$ cat src/rtl/prf_trig_gen.sv
// PRF trigger source: internal periodic (continuous/single/burst) or external
// synchronised trigger with holdoff, feeding the trigwave edge detector.
module prf_trig_gen #(
    parameter int PERIOD_W = 24,
    parameter int CNT_W    = 16,
    parameter int TRIG_HI  = 8
) (
    input  logic                i_clk100M,
    input  logic                i_rst,
    input  logic                i_start,
    input  logic                i_stop,
    input  logic [1:0]          i_mode,
    input  logic [PERIOD_W-1:0] i_period,
    input  logic [CNT_W-1:0]    i_burst,
    input  logic [PERIOD_W-1:0] i_holdoff,
    input  logic                i_ext_trig,
    output logic                o_trig,
    output logic                o_busy,
    output logic                o_done,
    output logic [CNT_W-1:0]    o_trig_cnt
);

    typedef enum logic [2:0] {IDLE, RUN_HI, RUN_LO, EXT_WAIT, EXT_HI, EXT_HOLD} state_t;

    localparam logic [1:0] M_CONT   = 2'b00;
    localparam logic [1:0] M_SINGLE = 2'b01;
    localparam logic [1:0] M_EXT    = 2'b11;

    localparam logic [PERIOD_W-1:0] MIN_GAP = PERIOD_W'(2 * TRIG_HI);
    localparam logic [PERIOD_W-1:0] HI_LAST = PERIOD_W'(TRIG_HI - 1);
    localparam logic [PERIOD_W-1:0] P_ONE   = PERIOD_W'(1);
    localparam logic [CNT_W-1:0]    C_ONE   = CNT_W'(1);

    state_t              state, state_nxt;
    logic [1:0]          mode_q;
    logic [PERIOD_W-1:0] period_q, holdoff_q, per_cnt;
    logic [CNT_W-1:0]    burst_rem;
    logic                stop_pend;
    logic [2:0]          ext_pipe;
    logic                ext_edge;
    logic                rise, done_nxt, start_acc, stop_req;

    assign stop_req = i_stop | stop_pend;

    always_comb begin
        state_nxt = state;
        rise      = 1'b0;
        done_nxt  = 1'b0;
        start_acc = 1'b0;
        case (state)
            IDLE: begin
                // stop beats start when both arrive together
                if (i_start && !i_stop) begin
                    start_acc = 1'b1;
                    if (i_mode == M_EXT) begin
                        state_nxt = EXT_WAIT;
                    end else begin
                        state_nxt = RUN_HI;
                        rise      = 1'b1;
                    end
                end
            end
            RUN_HI: begin
                if (per_cnt == HI_LAST) begin
                    if (stop_req || (mode_q != M_CONT && burst_rem == '0)) begin
                        state_nxt = IDLE;
                        done_nxt  = 1'b1;
                    end else begin
                        state_nxt = RUN_LO;
                    end
                end
            end
            RUN_LO: begin
                if (i_stop) begin
                    state_nxt = IDLE;
                    done_nxt  = 1'b1;
                end else if (per_cnt == period_q - P_ONE) begin
                    state_nxt = RUN_HI;
                    rise      = 1'b1;
                end
            end
            EXT_WAIT: begin
                if (i_stop) begin
                    state_nxt = IDLE;
                    done_nxt  = 1'b1;
                end else if (ext_edge) begin
                    state_nxt = EXT_HI;
                    rise      = 1'b1;
                end
            end
            EXT_HI: begin
                if (per_cnt == HI_LAST) begin
                    if (stop_req) begin
                        state_nxt = IDLE;
                        done_nxt  = 1'b1;
                    end else begin
                        state_nxt = EXT_HOLD;
                    end
                end
            end
            EXT_HOLD: begin
                // edges seen while holding off are discarded, not queued
                if (i_stop) begin
                    state_nxt = IDLE;
                    done_nxt  = 1'b1;
                end else if (per_cnt == holdoff_q - P_ONE) begin
                    state_nxt = EXT_WAIT;
                end
            end
            default: state_nxt = IDLE;
        endcase
    end

    always_ff @(posedge i_clk100M) begin
        if (i_rst) begin
            state      <= IDLE;
            mode_q     <= M_CONT;
            period_q   <= MIN_GAP;
            holdoff_q  <= MIN_GAP;
            burst_rem  <= '0;
            per_cnt    <= '0;
            stop_pend  <= 1'b0;
            ext_pipe   <= '0;
            ext_edge   <= 1'b0;
            o_trig     <= 1'b0;
            o_busy     <= 1'b0;
            o_done     <= 1'b0;
            o_trig_cnt <= '0;
        end else begin
            state    <= state_nxt;
            ext_pipe <= {ext_pipe[1:0], i_ext_trig};
            ext_edge <= ext_pipe[1] & ~ext_pipe[2];
            o_trig   <= (state_nxt == RUN_HI) || (state_nxt == EXT_HI);
            o_busy   <= (state_nxt != IDLE);
            o_done   <= done_nxt;

            if (state_nxt == IDLE)
                stop_pend <= 1'b0;
            else if (i_stop)
                stop_pend <= 1'b1;

            if (rise)
                per_cnt <= '0;
            else if (state == RUN_HI || state == RUN_LO || state == EXT_HI || state == EXT_HOLD)
                per_cnt <= per_cnt + P_ONE;

            if (start_acc) begin
                mode_q    <= i_mode;
                period_q  <= (i_period  < MIN_GAP) ? MIN_GAP : i_period;
                holdoff_q <= (i_holdoff < MIN_GAP) ? MIN_GAP : i_holdoff;
                // the start edge itself issues the first internal trigger
                if (i_mode == M_SINGLE || i_burst == '0)
                    burst_rem <= '0;
                else
                    burst_rem <= i_burst - C_ONE;
                o_trig_cnt <= rise ? C_ONE : '0;
            end else if (rise) begin
                if (burst_rem != '0)
                    burst_rem <= burst_rem - C_ONE;
                o_trig_cnt <= o_trig_cnt + C_ONE;
            end
        end
    end

endmodule

$ cat config.mk
export PLATFORM = sky130hd
export DESIGN_NAME = prf_trig_gen
export DESIGN_NICKNAME = d
export VERILOG_FILES = /design/src/rtl/prf_trig_gen.sv
export SDC_FILE = /design/constraint.sdc
export NUM_CORES = 1
export LEC_CHECK = 0
export ABC_AREA = 1
export BUFFER_PORTS_ARGS = -buffer_cell sky130_fd_sc_hd__buf_4
export CORE_ASPECT_RATIO = 2
export CORE_MARGIN = 1
export CORE_UTILIZATION = 40
export CTS_BUF_LIST = sky130_fd_sc_hd__clkbuf_2 sky130_fd_sc_hd__clkbuf_4 sky130_fd_sc_hd__clkbuf_8
export DETAILED_ROUTE_END_ITERATION = 10
export PLACE_DENSITY = 0.69
export SLEW_MARGIN = 10
export SYNTH_ARGS = -nofsm -noshare
export SYNTH_HDL_FRONTEND = slang
export SYNTH_SLANG_ARGS = --single-unit
$ cat constraint.sdc
create_clock -name i_clk100M -period 3.27 [get_ports i_clk100M]
set_clock_uncertainty 0.15 [all_clocks]
set_input_delay 0.1635 -clock i_clk100M [delete_from_list [all_inputs] [get_ports i_clk100M]]
set_output_delay 0.1635 -clock i_clk100M [all_outputs]
set_load 0.03 [all_outputs]
==> run summary, run 1 <==
outcome - finished clean
EDFF count, synth - 0
CTS Sinks - 117
Max Slew Vio Count - 0
WP depth - 15
Worst Tran Pin Value - 0.676 ns
fin crit period - 2.99 ns
IO buf count - 89
CP required - 3.44 ns
Setup crit start kind - flip-flop
clk root buf - clkbuf_8
setup TNS - 0 ns
CP Class - reg -> reg
pwr dens - 396 mW/mm^2
maxcap violations - 0
Placement Cell Area - 0.00888 mm^2
DRT Wirelength - 25600 um
DP HPWL - 20100 um
Routed wire per std cell - 15.1 um
core area - 0.0195 mm^2
Yosys warnings - 0
post-CTS setup buffer count - 0
Top cell by count, worst path - nand2_2
Synth Flop Type - dfxtp_1
Hold Crit Depth - 6
vias post-DR - 8677
crit-path cells - inv_1, ha_1, nand2_2, nor2_8, nand2_2, o21bai_2, nand3_1, nor2_1, nand2_1, nor2_2, nand3_2, nand2_4, inv_2, nand2_2, nor3b_1
Via density - 5.11
Top-Level Pins - 90
drt pass-1 iters - 6
CP endpoint kind - flip-flop
fin cells - 1697
WP buf/inv - 2
# DRC - 0
vias in the first global route - 8702
Cell variety after synth - 42
clock-pin transition on the worst setup and hold timing paths - 0.07 ns
Rows - 72
Synth Instances - 1287
die height - 202 um
global-route wire length before repair - 39900 um
# placed instances - 1610
Critical Path Max Stage Delay - 0.38 ns
die area - 0.0205 mm^2
Slowest-stage cell, CP - nand2_2
Worst R2R Path Depth - 15
post-synthesis sequential area ratio - 29.4%
initial core utilization - 41.0%
Setup-failing EPs final - 0
largest net degree at the start of global routing - 35
RSZ-0062 raised after global routing - no
worst hold path type - in -> reg
Peak VDD IR - 0.000225 V
total global-route track usage - 25.6%
# fillers - 1993
Starting DRT DRC Count - 297
die extent in x - 102 um
Tcrit/Tclk final - 91.5%
min setup slack post-route - 0.277 ns
H-tree Lvls - 4
asr flop ratio synth - 0%
Synth Cell Area - 0.00798 mm^2
worst-path fanout max - 24
syn_nets - 1365
fmax - 0.334 GHz
Design Area, Final - 0.00983 mm^2
area grow syn2layout - 23.3%
crit path DAT - 3.16 ns
initial antenna violation count - 0
worst skew pair latency - 0.45 ns
#FFs+latches synth - 117
Syn Area/Cell - 6.20 um^2
grt ovf - 0
Post-DRT Antenna Nets - 0
Num CTS Buffers - 17
Place WS - 0.273 ns
Rel. slew slack - 54.5%
CTS max path bufs - 2
# diodes - 0
TritonCTS clock tree - built
Top delay family on crit path - simple AND/OR/NAND/NOR gates
endpoints failing hold - 0
GPL Wtd Cong - 0.932
leakage - 4.64 nW
post-layout net count - 1504
layout cells sized above 1 - 11.5%
Final Core Density - 50.5%
[worst min-delay path, cell delays in order]
cell and delay, ns:
buf_4 0.09, xor2_1 0.06, a21oi_1 0.13, nand2_1 0.06
nand2_1 0.05, nor2_1 0.03
[layout by cell type, fill, tap and decap left out, types with 4 or more instances in the layout]
cell type      count
a21oi_1           37
a22o_1            18
buf_4            102
clkbuf_8          20
clkinv_2           4
dfxtp_1          117
dlygate4sd3_1     56
ha_1               7
inv_1            139
nand2_1          351
nand2_2            7
nand3_1           65
nand3b_1          13
nand4_1           29
nor2_1           234
nor2_2             6
nor3_1            20
nor3b_1            4
nor4_1            21
o21ai_0           48
o21ai_1            7
o22ai_1           11
xnor2_1           27
xor2_1            57
[final cells by class]
cell class	count	area, um^2	area share (%)
clock buffer	22	290	2.95
clock inverter	9	103	1.04
inverter	141	529	5.38
multi-input combinational	991	4920	50.0
sequential	117	2340	23.8
tap	259	324	3.30
timing repair buffer	158	1330	13.5
[per-layer routing]
| layer | routed length (um) | part of all wire (%) | global-route usage, % | vias to the layer above |
|---|---|---|---|---|
| met1 | 8620 | 34 | 21.8 | 3949 |
| li1 | - | - | - | 4382 |
| met2 | 14500 | 57 | 51.0 | 241 |
| met3 | 685 | 2.7 | 3.27 | 105 |
| met5 | 0 | 0 | 0 | - |
| met4 | 1760 | 6.9 | 18.6 | 0 |
[stage by stage]
stage | hold slack (ns) | total power, W
CTS | 0.000497 | 0.00392
floorplan | 0.0818 | 0.00223
global route | 0.0432 | 0.00409
detailed placement | 0.229 | 0.00252
global placement | 0.218 | 0.00251
finish | 0.0158 | 0.00390
[registers in the layout (all words and copies together), names as in the netlist]
register	flops
burst_rem	16
stop_pend	1
holdoff_q	24
o_trig_cnt	16
o_busy	1
o_done	1
per_cnt	24
period_q	24
mode_q	2
o_trig	1
ext_edge	1
ext_pipe	3
state	3
[logic make-up after synthesis]
family          share of synthesized area [%]
simple gates                             41.8
buf+inv                                  9.05
compound gates                           9.44
flops                                    29.4
xor+xnor                                 9.23
fa+ha+maj                                1.10
[power breakdown]
part | total [W] | internal, W | leakage, nW | switching [W]
Combinational | 0.000977 | 0.000379 | 3.49 | 0.000597
Clock | 0.00135 | 0.000744 | 0.197 | 0.000607
Sequential | 0.00157 | 0.00149 | 0.953 | 0.0000766
Total | 0.00390 | 0.00262 | 4.64 | 0.00128
[cells in the mapped netlist (all sizes together) (11+ instances only)]
library cell  number  area [um^2]
a22o              18          158
o21ai             56          284
nand3b            13         97.6
nand4             29          181
xor2              57          499
nand3             68          355
buf               14          103
clkbuf            24         90.1
nor3              23          130
a21oi             38          194
o22ai             11         68.8
nand2            360         1380
nor2             244          962
inv              140          526
dfxtp            117         2340
xnor2             27          236
nor4              21          131
[repair_timing]
item / 4_1_cts / 5_1_grt
hold buffers: 56 / 0
endpoints found under the setup margin: 0 / 0
resized for setup: 0 / 0
hold endpoints to repair: 64 / 0
[final timing paths]
path         slack, ns                        end                      from
min               0.02  burst_rem[7]$_SDFFE_PP0P_                i_burst[7]
max               0.28    per_cnt[2]$_SDFFE_PP0P_  period_q[0]$_SDFFE_PP0P_
max reg2reg       0.28    per_cnt[2]$_SDFFE_PP0P_  period_q[0]$_SDFFE_PP0P_
min reg2reg       0.25        ext_edge$_SDFF_PP0_    ext_pipe[2]$_SDFF_PP0_
Note: power is estimated with default switching activity, not from simulation.
==> inputs of run 2 (changes only) <==
--- a/config.mk
+++ b/config.mk
@@ -12,8 +12,7 @@
 export CORE_UTILIZATION = 40
 export CTS_BUF_LIST = sky130_fd_sc_hd__clkbuf_2 sky130_fd_sc_hd__clkbuf_4 sky130_fd_sc_hd__clkbuf_8
 export DETAILED_ROUTE_END_ITERATION = 10
-export PLACE_DENSITY = 0.69
-export SLEW_MARGIN = 10
+export PLACE_DENSITY = 0.71
 export SYNTH_ARGS = -nofsm -noshare
 export SYNTH_HDL_FRONTEND = slang
 export SYNTH_SLANG_ARGS = --single-unit
==> constraint.sdc (replaced) <==
create_clock -name i_clk100M -period 2.5 [get_ports i_clk100M]
set_clock_uncertainty 0.15 [all_clocks]
set_input_delay 0.125 -clock i_clk100M [delete_from_list [all_inputs] [get_ports i_clk100M]]
set_output_delay 0.125 -clock i_clk100M [all_outputs]
set_load 0.03 [all_outputs]
==> run summary, run 2 (same netlist as run 1, synthesis figures left out) <==
die height - 202 um
Top-Level Pins - 90
vias in the first global route - 9635
H-tree Lvls - 4
Slowest-stage cell, CP - dfxtp_1
# placed instances - 1681
DP HPWL - 20500 um
worst hold path type - in -> reg
worst-path fanout max - 7
grt ovf - 0
CP endpoint kind - flip-flop
Via density - 5.15
Hold Crit Depth - 7
Setup crit start kind - flip-flop
Rows - 72
DRT Wirelength - 27800 um
TritonCTS clock tree - built
largest net degree at the start of global routing - 37
leakage - 5.25 nW
Top Registers - holdoff_q: 24 flops, per_cnt: 24 flops, period_q: 24 flops
die area - 0.0205 mm^2
Num CTS Buffers - 17
Post-DRT Antenna Nets - 0
# fillers - 1893
clock-pin transition on the worst setup and hold timing paths - 0.07 ns
vias post-DR - 9218
pwr dens - 490 mW/mm^2
fmax - 0.393 GHz
Top cell by count, worst path - nand2_4
initial antenna violation count - 0
crit path DAT - 2.78 ns
die extent in x - 102 um
Critical Path Max Stage Delay - 0.39 ns
Routed wire per std cell - 15.5 um
outcome - finished with violations
initial core utilization - 41.0%
Setup-failing EPs final - 34
area grow syn2layout - 38.8%
layout cells sized above 1 - 20.6%
fin cells - 1791
worst skew pair latency - 0.46 ns
crit-path cells - nor2_4, nand2_4, nor2_8, nand2_4, inv_2, nand4_1, nand2_1, nor2_1, nand2_1, nor2_4, nand3_4, nand2_4, buf_12, inv_6, nand2_8, buf_16, nor3b_1
commonest non-fill, non-tap cell in the layout - nand2_1
Min-Delay Startpoint - i_burst[13]
CP required - 2.73 ns
min setup slack post-route - -0.0469 ns
CTS Sinks - 117
Tcrit/Tclk final - 102%
# diodes - 0
fin crit period - 2.55 ns
post-layout net count - 1598
Crit. Startpoint - period_q[2]$_SDFFE_PP0P_
maxcap violations - 0
Worst R2R Path Depth - 17
global-route wire length before repair - 43800 um
Rel. slew slack - 62.7%
Peak VDD IR - 0.000246 V
endpoints failing hold - 0
# DRC - 0
Starting DRT DRC Count - 412
Pwr Total - 0.00542 W
CTS max path bufs - 2
Fin Hold WS - 0.0341 ns
drt pass-1 iters - 5
GPL Wtd Cong - 0.953
commonest cells after routing, fill and taps aside - nand2_1, nor2_1, buf_4
total global-route track usage - 27.9%
clk root buf - clkbuf_8
Max Slew Vio Count - 0
core area - 0.0195 mm^2
failing checks - setup timing
R2R Path Start - period_q[2]$_SDFFE_PP0P_
Worst Tran Pin Value - 0.558 ns
IO buf count - 89
RSZ-0062 raised after global routing - yes
CP Class - reg -> reg
[run 2: cell count changes in the layout (fill, tap and decap cells not counted), sizes merged]
cell         before  now
clkbuf           22   23
nand2           360  361
dlygate4sd3      56   66
buf             102  184
[run 2: final cells by class]
class,instances,area (um^2),share of cell area (%)
multi-input cells,992,5270,47.6
well taps,259,324,2.93
inverters,141,539,4.87
repair buffers,251,2200,19.9
flip-flops and latches,117,2350,21.2
clock buffers,22,290,2.62
clock inverters,9,103,0.927
[run 2: per-stage QoR]
step                      utilization (%)  TNS (ns)  instance area [um^2]  setup slack [ns]
after global placement               48.5     -2.41                  9440            -0.109
final                                56.9    -0.800                 11100           -0.0469
after floorplan                         -         0                  7980             0.131
after detailed placement             48.5     -3.00                  9440            -0.135
after global routing                 56.9     -8.44                 11100            -0.185
after CTS                            55.3     -2.52                 10800           -0.0947
[run 2: what timing repair did]
action / in CTS / in global routing
hold endpoints to repair: 76 / 0
gates resized for setup: 45 / 72
setup endpoints to repair: 57 / 62
setup buffers: 6 / 2
pin swaps: 18 / 32
gates cloned: 3 / 2
hold buffers: 66 / 0
[run 2: worst paths after layout]
path	endpoint	slack [ns]
max	per_cnt[2]$_SDFFE_PP0P_	-0.05
min	burst_rem[13]$_SDFFE_PP0P_	0.03
max reg2reg	per_cnt[2]$_SDFFE_PP0P_	-0.05
min reg2reg	ext_edge$_SDFF_PP0_	0.24
[run 2: metal layers]
layer	vias up	track usage, %	share of wire, %
met2	289	53.9	56
met5	-	0	0
li1	4588	-	-
met1	4197	23.6	33
met3	144	4.06	3.2
met4	0	23.7	8.6
[run 2: critical path, delay by kind of cell, from the launching register on]
| family | cells | cell delay [ns] |
|---|---|---|
| and+or+nand+nor | 13 | 1.40 |
| DFF | 1 | 0.39 |
| buffers and inverters | 4 | 0.52 |
[run 2: where the power goes]
part | total [W] | switching [W] | leakage, nW | internal [W]
Sequential | 0.00205 | 0.0000980 | 0.954 | 0.00195
Clock | 0.00178 | 0.000809 | 0.197 | 0.000973
Combinational | 0.00159 | 0.000903 | 4.10 | 0.000685
Total | 0.00542 | 0.00181 | 5.25 | 0.00361
